## src/rtl/div_iter.sv

```systemverilog
`default_nettype none
// +--------------------------------------------------------------------------+
// | div_iter : radix-2 restoring divider for DIV/DIVU/REM/REMU, 1 bit/clock   |
// | Revision : 1.0                                                            |
// +--------------------------------------------------------------------------+
module div_iter #(
  parameter int XLEN = 32
) (
  input  logic            clk,
  input  logic            rst_n,
  input  logic            in_valid,
  output logic            in_ready,
  input  logic            is_signed,
  input  logic            is_rem,
  input  logic [XLEN-1:0] dividend,
  input  logic [XLEN-1:0] divisor,
  input  logic            flush,
  output logic            out_valid,
  input  logic            out_ready,
  output logic [XLEN-1:0] result,
  output logic            busy
);

  localparam int CW = $clog2(XLEN) + 1;

  typedef enum logic [1:0] {
    S_IDLE = 2'd0,
    S_CALC = 2'd1,
    S_DONE = 2'd2
  } state_t;

  state_t            state_q, state_d;
  logic [CW-1:0]     count_q, count_d;
  logic [XLEN-1:0]   rem_q, rem_d;
  logic [XLEN-1:0]   quo_q, quo_d;
  logic [XLEN-1:0]   dsr_q, dsr_d;
  logic [XLEN-1:0]   result_q, result_d;
  logic              is_rem_q, is_rem_d;
  logic              neg_q_q, neg_q_d;
  logic              neg_r_q, neg_r_d;

  logic              a_neg, b_neg;
  logic [XLEN-1:0]   a_abs, b_abs;
  logic              div_zero, ovf;
  logic [XLEN:0]     rem_sh;
  logic [XLEN+1:0]   trial;
  logic              trial_ok;
  logic [XLEN-1:0]   step_rem, step_quo, fin_res;
  logic              last;

  // Magnitudes are taken as unsigned, so |-2^(XLEN-1)| wraps to 2^(XLEN-1).
  assign a_neg    = is_signed & dividend[XLEN-1];
  assign b_neg    = is_signed & divisor[XLEN-1];
  assign a_abs    = a_neg ? (~dividend + 1'b1) : dividend;
  assign b_abs    = b_neg ? (~divisor + 1'b1) : divisor;
  assign div_zero = (divisor == '0);
  assign ovf      = is_signed && (dividend == {1'b1, {(XLEN-1){1'b0}}}) && (divisor == '1);

  // One restoring step; the extra top bit of trial is the borrow.
  assign rem_sh   = {rem_q, quo_q[XLEN-1]};
  assign trial    = {1'b0, rem_sh} - {2'b00, dsr_q};
  assign trial_ok = ~trial[XLEN+1];
  assign step_rem = trial_ok ? trial[XLEN-1:0] : rem_sh[XLEN-1:0];
  assign step_quo = {quo_q[XLEN-2:0], trial_ok};
  assign last     = (count_q == CW'(XLEN - 1));

  always_comb begin
    fin_res = step_quo;
    if (is_rem_q) begin
      fin_res = neg_r_q ? (~step_rem + 1'b1) : step_rem;
    end else if (neg_q_q) begin
      fin_res = ~step_quo + 1'b1;
    end
  end

  always_comb begin
    state_d  = state_q;
    count_d  = count_q;
    rem_d    = rem_q;
    quo_d    = quo_q;
    dsr_d    = dsr_q;
    result_d = result_q;
    is_rem_d = is_rem_q;
    neg_q_d  = neg_q_q;
    neg_r_d  = neg_r_q;

    case (state_q)
      S_IDLE: begin
        if (in_valid) begin
          is_rem_d = is_rem;
          neg_q_d  = a_neg ^ b_neg;
          neg_r_d  = a_neg;
          rem_d    = '0;
          quo_d    = a_abs;
          dsr_d    = b_abs;
          count_d  = '0;
          if (div_zero) begin
            state_d  = S_DONE;
            result_d = is_rem ? dividend : '1;
          end else if (ovf) begin
            state_d  = S_DONE;
            result_d = is_rem ? '0 : dividend;
          end else begin
            state_d  = S_CALC;
          end
        end
      end
      S_CALC: begin
        rem_d   = step_rem;
        quo_d   = step_quo;
        count_d = count_q + CW'(1);
        if (last) begin
          state_d  = S_DONE;
          result_d = fin_res;
        end
      end
      S_DONE: begin
        if (out_ready) begin
          state_d = S_IDLE;
          count_d = '0;
        end
      end
      default: begin
        state_d = S_IDLE;
        count_d = '0;
      end
    endcase

    // A redirect wins over any accept, iteration or hand-off this edge.
    if (flush) begin
      state_d  = S_IDLE;
      count_d  = '0;
      result_d = result_q;
    end
  end

  always_ff @(posedge clk or negedge rst_n) begin
    if (!rst_n) begin
      state_q  <= S_IDLE;
      count_q  <= '0;
      rem_q    <= '0;
      quo_q    <= '0;
      dsr_q    <= '0;
      result_q <= '0;
      is_rem_q <= 1'b0;
      neg_q_q  <= 1'b0;
      neg_r_q  <= 1'b0;
    end else begin
      state_q  <= state_d;
      count_q  <= count_d;
      rem_q    <= rem_d;
      quo_q    <= quo_d;
      dsr_q    <= dsr_d;
      result_q <= result_d;
      is_rem_q <= is_rem_d;
      neg_q_q  <= neg_q_d;
      neg_r_q  <= neg_r_d;
    end
  end

  assign in_ready  = (state_q == S_IDLE);
  assign out_valid = (state_q == S_DONE);
  assign busy      = (state_q != S_IDLE);
  assign result    = result_q;

endmodule
`default_nettype wire

```

## config.mk

```make
export PLATFORM = sky130hd
export DESIGN_NAME = div_iter
export DESIGN_NICKNAME = d
export VERILOG_FILES = /design/src/rtl/div_iter.sv
export SDC_FILE = /design/constraint.sdc
export NUM_CORES = 1
export LEC_CHECK = 0
export CAP_MARGIN = 20
export CORE_UTILIZATION = 60
export DETAILED_ROUTE_END_ITERATION = 16
export GPL_TIMING_DRIVEN = 0
export PLACE_DENSITY_LB_ADDON = 0.25
export SYNTH_ARGS = -nofsm -noshare
export SYNTH_HDL_FRONTEND = slang
export SYNTH_SLANG_ARGS = --single-unit
```

## constraint.sdc

```tcl
create_clock -name clk -period 13.13 [get_ports clk]
set_clock_uncertainty 0.15 [all_clocks]
set_input_delay 2.626 -clock clk [delete_from_list [all_inputs] [get_ports clk]]
set_output_delay 2.626 -clock clk [all_outputs]
set_load 0.1 [all_outputs]
```

Word-level counts from Yosys, hierarchy flattened --
Cells that the tools add are included.
Word-level totals: register bits after elaboration 139
Operators by class: add/subtract/negate cells 6, equal/unequal tests 11, muxes and demuxes 28, bitwise gates (word level) 9, reductions and logical operators 11
Operator list (count):
- 2-to-1 mux 32 bit | 14
- case mux 32 bit (2 select lines) | 3
- adder 32 x 1 -> 32 bit, second input constant | 4
- inverter 32 bit | 4
- == test 32 bit, second input constant | 2
- subtractor 33 x 32 -> 34 bit | 1
- logical NOT 32 bit | 1
- 2-to-1 mux 6 bit | 3
- case mux 6 bit (3 select lines) | 1
- 2-to-1 mux 2 bit | 6
- adder 6 x 1 -> 6 bit, second input constant | 1
- == test 6 x 5 -> 1 bit, second input constant | 1
- != test 3 x 2 -> 1 bit, second input constant | 2
- case mux 2 bit (3 select lines) | 1
- AND reduction 2 bit | 3
- AND reduction 5 bit | 1
- != test 2 bit, second input constant | 2
- nonzero test 2 bit | 2
- != test 3 x 1 -> 1 bit, second input constant | 1
- != test 3 bit, second input constant | 1
- AND reduction 3 bit | 1
- bitwise AND 1 bit | 2
- == test 2 x 1 -> 1 bit, second input constant | 1
- == test 2 bit, second input constant | 1
- other kinds (4) | 6

Longest topological paths before layout --
word-level depth 8, depth in mapped cells 23, gate-level depth less buffers 19

Worst setup path after synthesis --
No wires, ideal clock.
path kind in2reg, from input dividend[10], to register result_q[28] (netlist: result[28]), library setup time 0.137 ns, arrival time 5.667 ns, required time 12.843 ns, setup slack 7.175 ns, cell stages on the path 10, buffers on the path 2, cell sequence or4_4 -> or4_4 -> or2_1 -> or4_4 -> o211a_1 -> or4_1 -> buf_2 -> buf_6 -> a22oi_1 -> o41ai_2
Between the ends: longest elaborated chain between the ends 5
RTL lines:
- from (decl) | RTL line 15 | input logic [XLEN-1:0] dividend,
- == test 32 bit | RTL line 57 | assign ovf = is_signed && (dividend == {1'b1, {(XLEN-1){1'b0}}}) && (divisor == '1);
- logical AND 1 bit (2 in a row) | RTL line 57
- != test 3 x 1 -> 1 bit (no source line)
- AND reduction 5 bit (no source line)
- to (signal assigned) | RTL line 154 | result_q <= result_d;
- to (decl) | RTL line 37 | logic [XLEN-1:0] result_q, result_d;
No other way between the ends. A chain may end at the register's enable or synchronous reset.

Final worst setup path --
from register rem_q[17], to register result_q[28] (netlist: result[28])
Between the ends: longest elaborated chain between the ends 8
RTL lines:
- from (decl) | RTL line 34 | logic [XLEN-1:0] rem_q, rem_d;
- from (signal assigned) | RTL line 151 | rem_q <= rem_d;
- subtractor 33 x 32 -> 34 bit | RTL line 61 | assign trial = {1'b0, rem_sh} - {2'b00, dsr_q};
- 2-to-1 mux 32 bit or inverter 1 bit (tied branches) | RTL line 63, 62
- inverter 32 bit, on equally long branches | RTL line 70, 72
- adder 32 x 1 -> 32 bit, on equally long branches | RTL line 70, 72
- 2-to-1 mux 32 bit, on equally long branches | RTL line 70, 71
- 2-to-1 mux 32 bit (*) | RTL line 69 | if (is_rem_q) begin
- 2-to-1 mux 32 bit (*) | RTL line 112 | if (last) begin
- case mux 32 bit (2 select lines) (*) | RTL line 87 | case (state_q)
Mark *: on every way between the ends. The rest lies on a longest branch, timed or not. The select of a mux whose other input is x is not followed.

==> out/metrics.yaml <==
status:
  outcome: "finished, final reports clean"
timing:
  maxSlewHeadroom_pct: 33.7
  finalSetupTns_ns: 0
  finalCriticalPeriod_ns: 7.34
  hold_viol: 0
  clock.fmax_mhz: 136
  slew_violations: 0
  rsz0062_at_grt: "false"
  finalCritPeriodShare_pct: 55.9
  worst_slew_pin_slew_ns: 0.991
  fin_ws_ns: 5.79
  finalSetupViolations: 0
logic_synthesis:
  synth_fp_nets: 1614
  yosysSeqAreaShare_pct: 29.5
  syn_area_per_cell_sq_um: 7.85
  yosys.area.top_type: "dfrtp_1"
  synth_area_sq_um: 11800
  synth.top_cell.area_share_pct: 29.5
  yosys_warnings: 0
  synth-seq-cells: 139
  synth_flop_cell: "dfrtp_1"
  ys_top_cells_by_area: "dfrtp_1 29%, o21ai_0 9.4%, xor2_1 5.3%"
  synth_cells: 1504
  synth_cell_type_count: 86
  synth_edf_count: 0
  ys_async_sr_fraction_pct: 100
finish:
  area_delta_synth_final_pct: 16.8
  final_nets: 1739
  antenna-diode-count: 0
  drive_gt1_share_pct: 5.05
  design_area_sq_um: 13800
detailed_routing:
  first_iter_violations: 1653
  vias: 12997
  drc: 0
  ant_nets: 0
  routed_wirelength_um: 41500
  first_pass_iters: 6
  wl_per_cell_um: 21.8
  vias_per_cell: 6.83
min_path:
  hold_start: "result[8]"
  min_path_cells: 2
  whs_endpoint: "result[8]"
  min_path_type: "reg -> reg"
cts:
  htree_levels: 4
  numCtsBuffers: 17
  hold_buffers: 0
  cts-root-buf: "clkbuf_16"
  cts_tree: "done"
  clk_pin_slew_ns: 0.07
  cts.sinks: 139
  insertion_delay_ns: 0.44
  cts-resized-gates: 0
  cts_setup_buffers: 0
  clockBufferDepth: 2
die:
  fp.dieH_um: 142
  ios: 106
  dieArea_sq_um: 20200
  start_util_pct: 62.1
  die_w_um: 142
  num_rows: 50
  core-area_sq_um: 19000
setup_path:
  regToRegEndpoint: "result[28]"
  path_cells: "ha_1, buf_2, a21oi_1, o21ai_0, a2111oi_2, a2bb2oi_2, nand3_4, buf_1, buf_1, buf_2, o21ai_0, ha_1, nand4b_1, or4_1, o41ai_2, o2111ai_1, or2_0, o41ai_1, xnor2_1, o41ai_2"
  cp.arrival_ns: 7.52
  crit_fanout: 10
  crit_path_top_delay_cell: "a2111oi_2"
  endpoint_kind: "flip-flop"
  crit_path_max_incr_delay_ns: 0.60
  rr_worst_depth: 20
  rr_startpoint: "rem_q[17]"
  required_ns: 13.32
  path_class: "reg -> reg"
  startpoint_type: "flip-flop"
  rrSetupSlack_ns: 5.79
place:
  placed_area_sq_um: 13200
  port_buffers: 104
  place_congestion: 0.976
  dp_slack_ns: 6.06
  dp_hpwl_um: 31800
power_and_ir_drop:
  total_power_mw: 3.89
  netSwitchingFraction_pct: 56.0
  p_int_mw: 1.71
  p_leak_nw: 5.57
  p_switching_mw: 2.18
  power_density_nw_per_um2: 282
  power_frac_clock_pct: 12.7
  seq_power_share_pct: 18.3
  irDropWorstVdd_uv: 188
  p_comb_share_pct: 69.1
grt:
  grt_pass1_vias: 12105
  grt_first_pass_wirelength_um: 65100
  grt_max_degree: 90
  antenna_found_initial: 0
  track_usage_pct: 42.0
  grt_overflow: 0
job:
  max-cap-violations: 0
==> cell usage after synthesis (5+ instances only) <==
library cell,number
buf_2,8
buf_1,6
o211ai_1,12
or2_2,10
inv_1,58
nand2_1,149
nand4_1,24
a21boi_0,9
o21ai_1,5
xor2_1,71
or4_1,12
nor2_1,94
dfrtp_1,139
nor4_1,23
a21o_1,8
a31oi_1,19
xnor2_1,58
a211oi_1,7
o21ai_0,221
nor2b_1,7
or3_1,17
o211a_1,6
o31a_1,7
and2_1,15
mux2i_1,23
a311oi_1,5
o221ai_1,7
o21a_1,6
nand3_1,60
clkbuf_1,69
o31ai_1,31
a21oi_1,88
mux2_2,6
nand2b_1,10
and3_1,11
ha_1,38
nor3_1,30
o41ai_1,18
a22oi_1,36
==> worst max-delay path: cells and delay by family (launching register included) <==
| family | cells | cell delay (ns) |
|---|---|---|
| and+or+nand+nor | 4 | 1.19 |
| AOI/OAI and AO/OA | 9 | 3.32 |
| adders and majority gates | 2 | 0.63 |
| DFF | 1 | 0.44 |
| buffers and inverters | 4 | 1.36 |
| xor gates and xnor gates | 1 | 0.14 |
==> registers in the layout, summed over array words and instances, names as in the netlist <==
register  flops
rem_q        32
neg_r_q       1
dsr_q        32
quo_q        32
state_q       2
result       32
neg_q_q       1
count_q       6
is_rem_q      1
==> layer usage <==
layer	global-route usage (%)	share of wire [%]	vias up
met1	56.9	41	6200
met4	16.4	3.5	0
li1	-	-	5817
met5	0	0	-
met3	9.25	11	131
met2	65.0	44	849
==> cell families (layout without fill, tap and decap cells) <==
logic type,count (synthesis),after routing,synth area share [%]
muxes,29,29,2.52
adders and majority gates,39,39,4.20
and+or+nand+nor,493,493,21.0
buffers and inverters,143,281,4.70
AOI/OAI and AO/OA,532,532,28.5
DFF,139,139,29.5
xor gates and xnor gates,129,129,9.57
==> layout make-up <==
cell class | count | area [sq um]
multi-input cells | 1222 | 7770
fillers | 1563 | 5240
flip-flops and latches | 139 | 3480
repair buffers | 106 | 1070
clock buffers | 18 | 429
plain buffers | 84 | 333
well taps | 260 | 325
inverters | 59 | 221
clock inverters | 14 | 153
==> placed cells by master (no fill, tap or decap), types with 9 or more instances in the layout <==
master             n
clkbuf_16         17
nand3_1           60
a31oi_1           19
and2_1            15
or3_1             17
or2_2             10
or4_1             12
xor2_1            71
o21ai_0          221
a22oi_1           36
nor3_1            30
and3_1            11
a21oi_1           88
nor4_1            23
o211ai_1          12
nand4_1           24
dfrtp_1          139
o31ai_1           31
nor2_1            94
xnor2_1           58
nand2b_1          10
clkbuf_1          70
inv_1             58
clkdlybuf4s50_1  103
o41ai_1           18
nand2_1          149
a21boi_0           9
ha_1              38
mux2i_1           23
==> through the flow <==
step           instances  util [%]  hold slack (ns)
3_5_place_dp        1870      69.4            0.320
6_report            1902      72.5            0.326
4_1_cts             1902      72.5            0.334
5_1_grt             1902      72.5            0.362
3_3_place_gp        1868      69.2            0.311
2_1_floorplan       1504         -            0.300
==> worst max-delay path by stage <==
stage | startpoint | end | slack (ns) | cells after the start
final | rem_q[17] | result[28] | 5.79 | 20
after global routing | rem_q[17] | result[28] | 5.36 | 20
after CTS | rem_q[17] | result[28] | 6.01 | 20
after detailed placement | dividend[2] | result[19] | 6.06 | 12
after global placement | rst_n | count_q[1] | 3.62 | 1
after floorplan | dividend[10] | result[28] | 7.18 | 10
==> power by group through the flow <==
stage	clock [mW]	sequential, mW	combinational (mW)
6_report	0.492	0.710	2.68
5_1_grt	0.509	0.721	2.88
4_1_cts	0.488	0.701	2.61
3_5_place_dp	0	0.706	2.59
3_3_place_gp	0	0.703	2.55
2_1_floorplan	0	0.929	1.65
(Power assumes the default switching activity.)
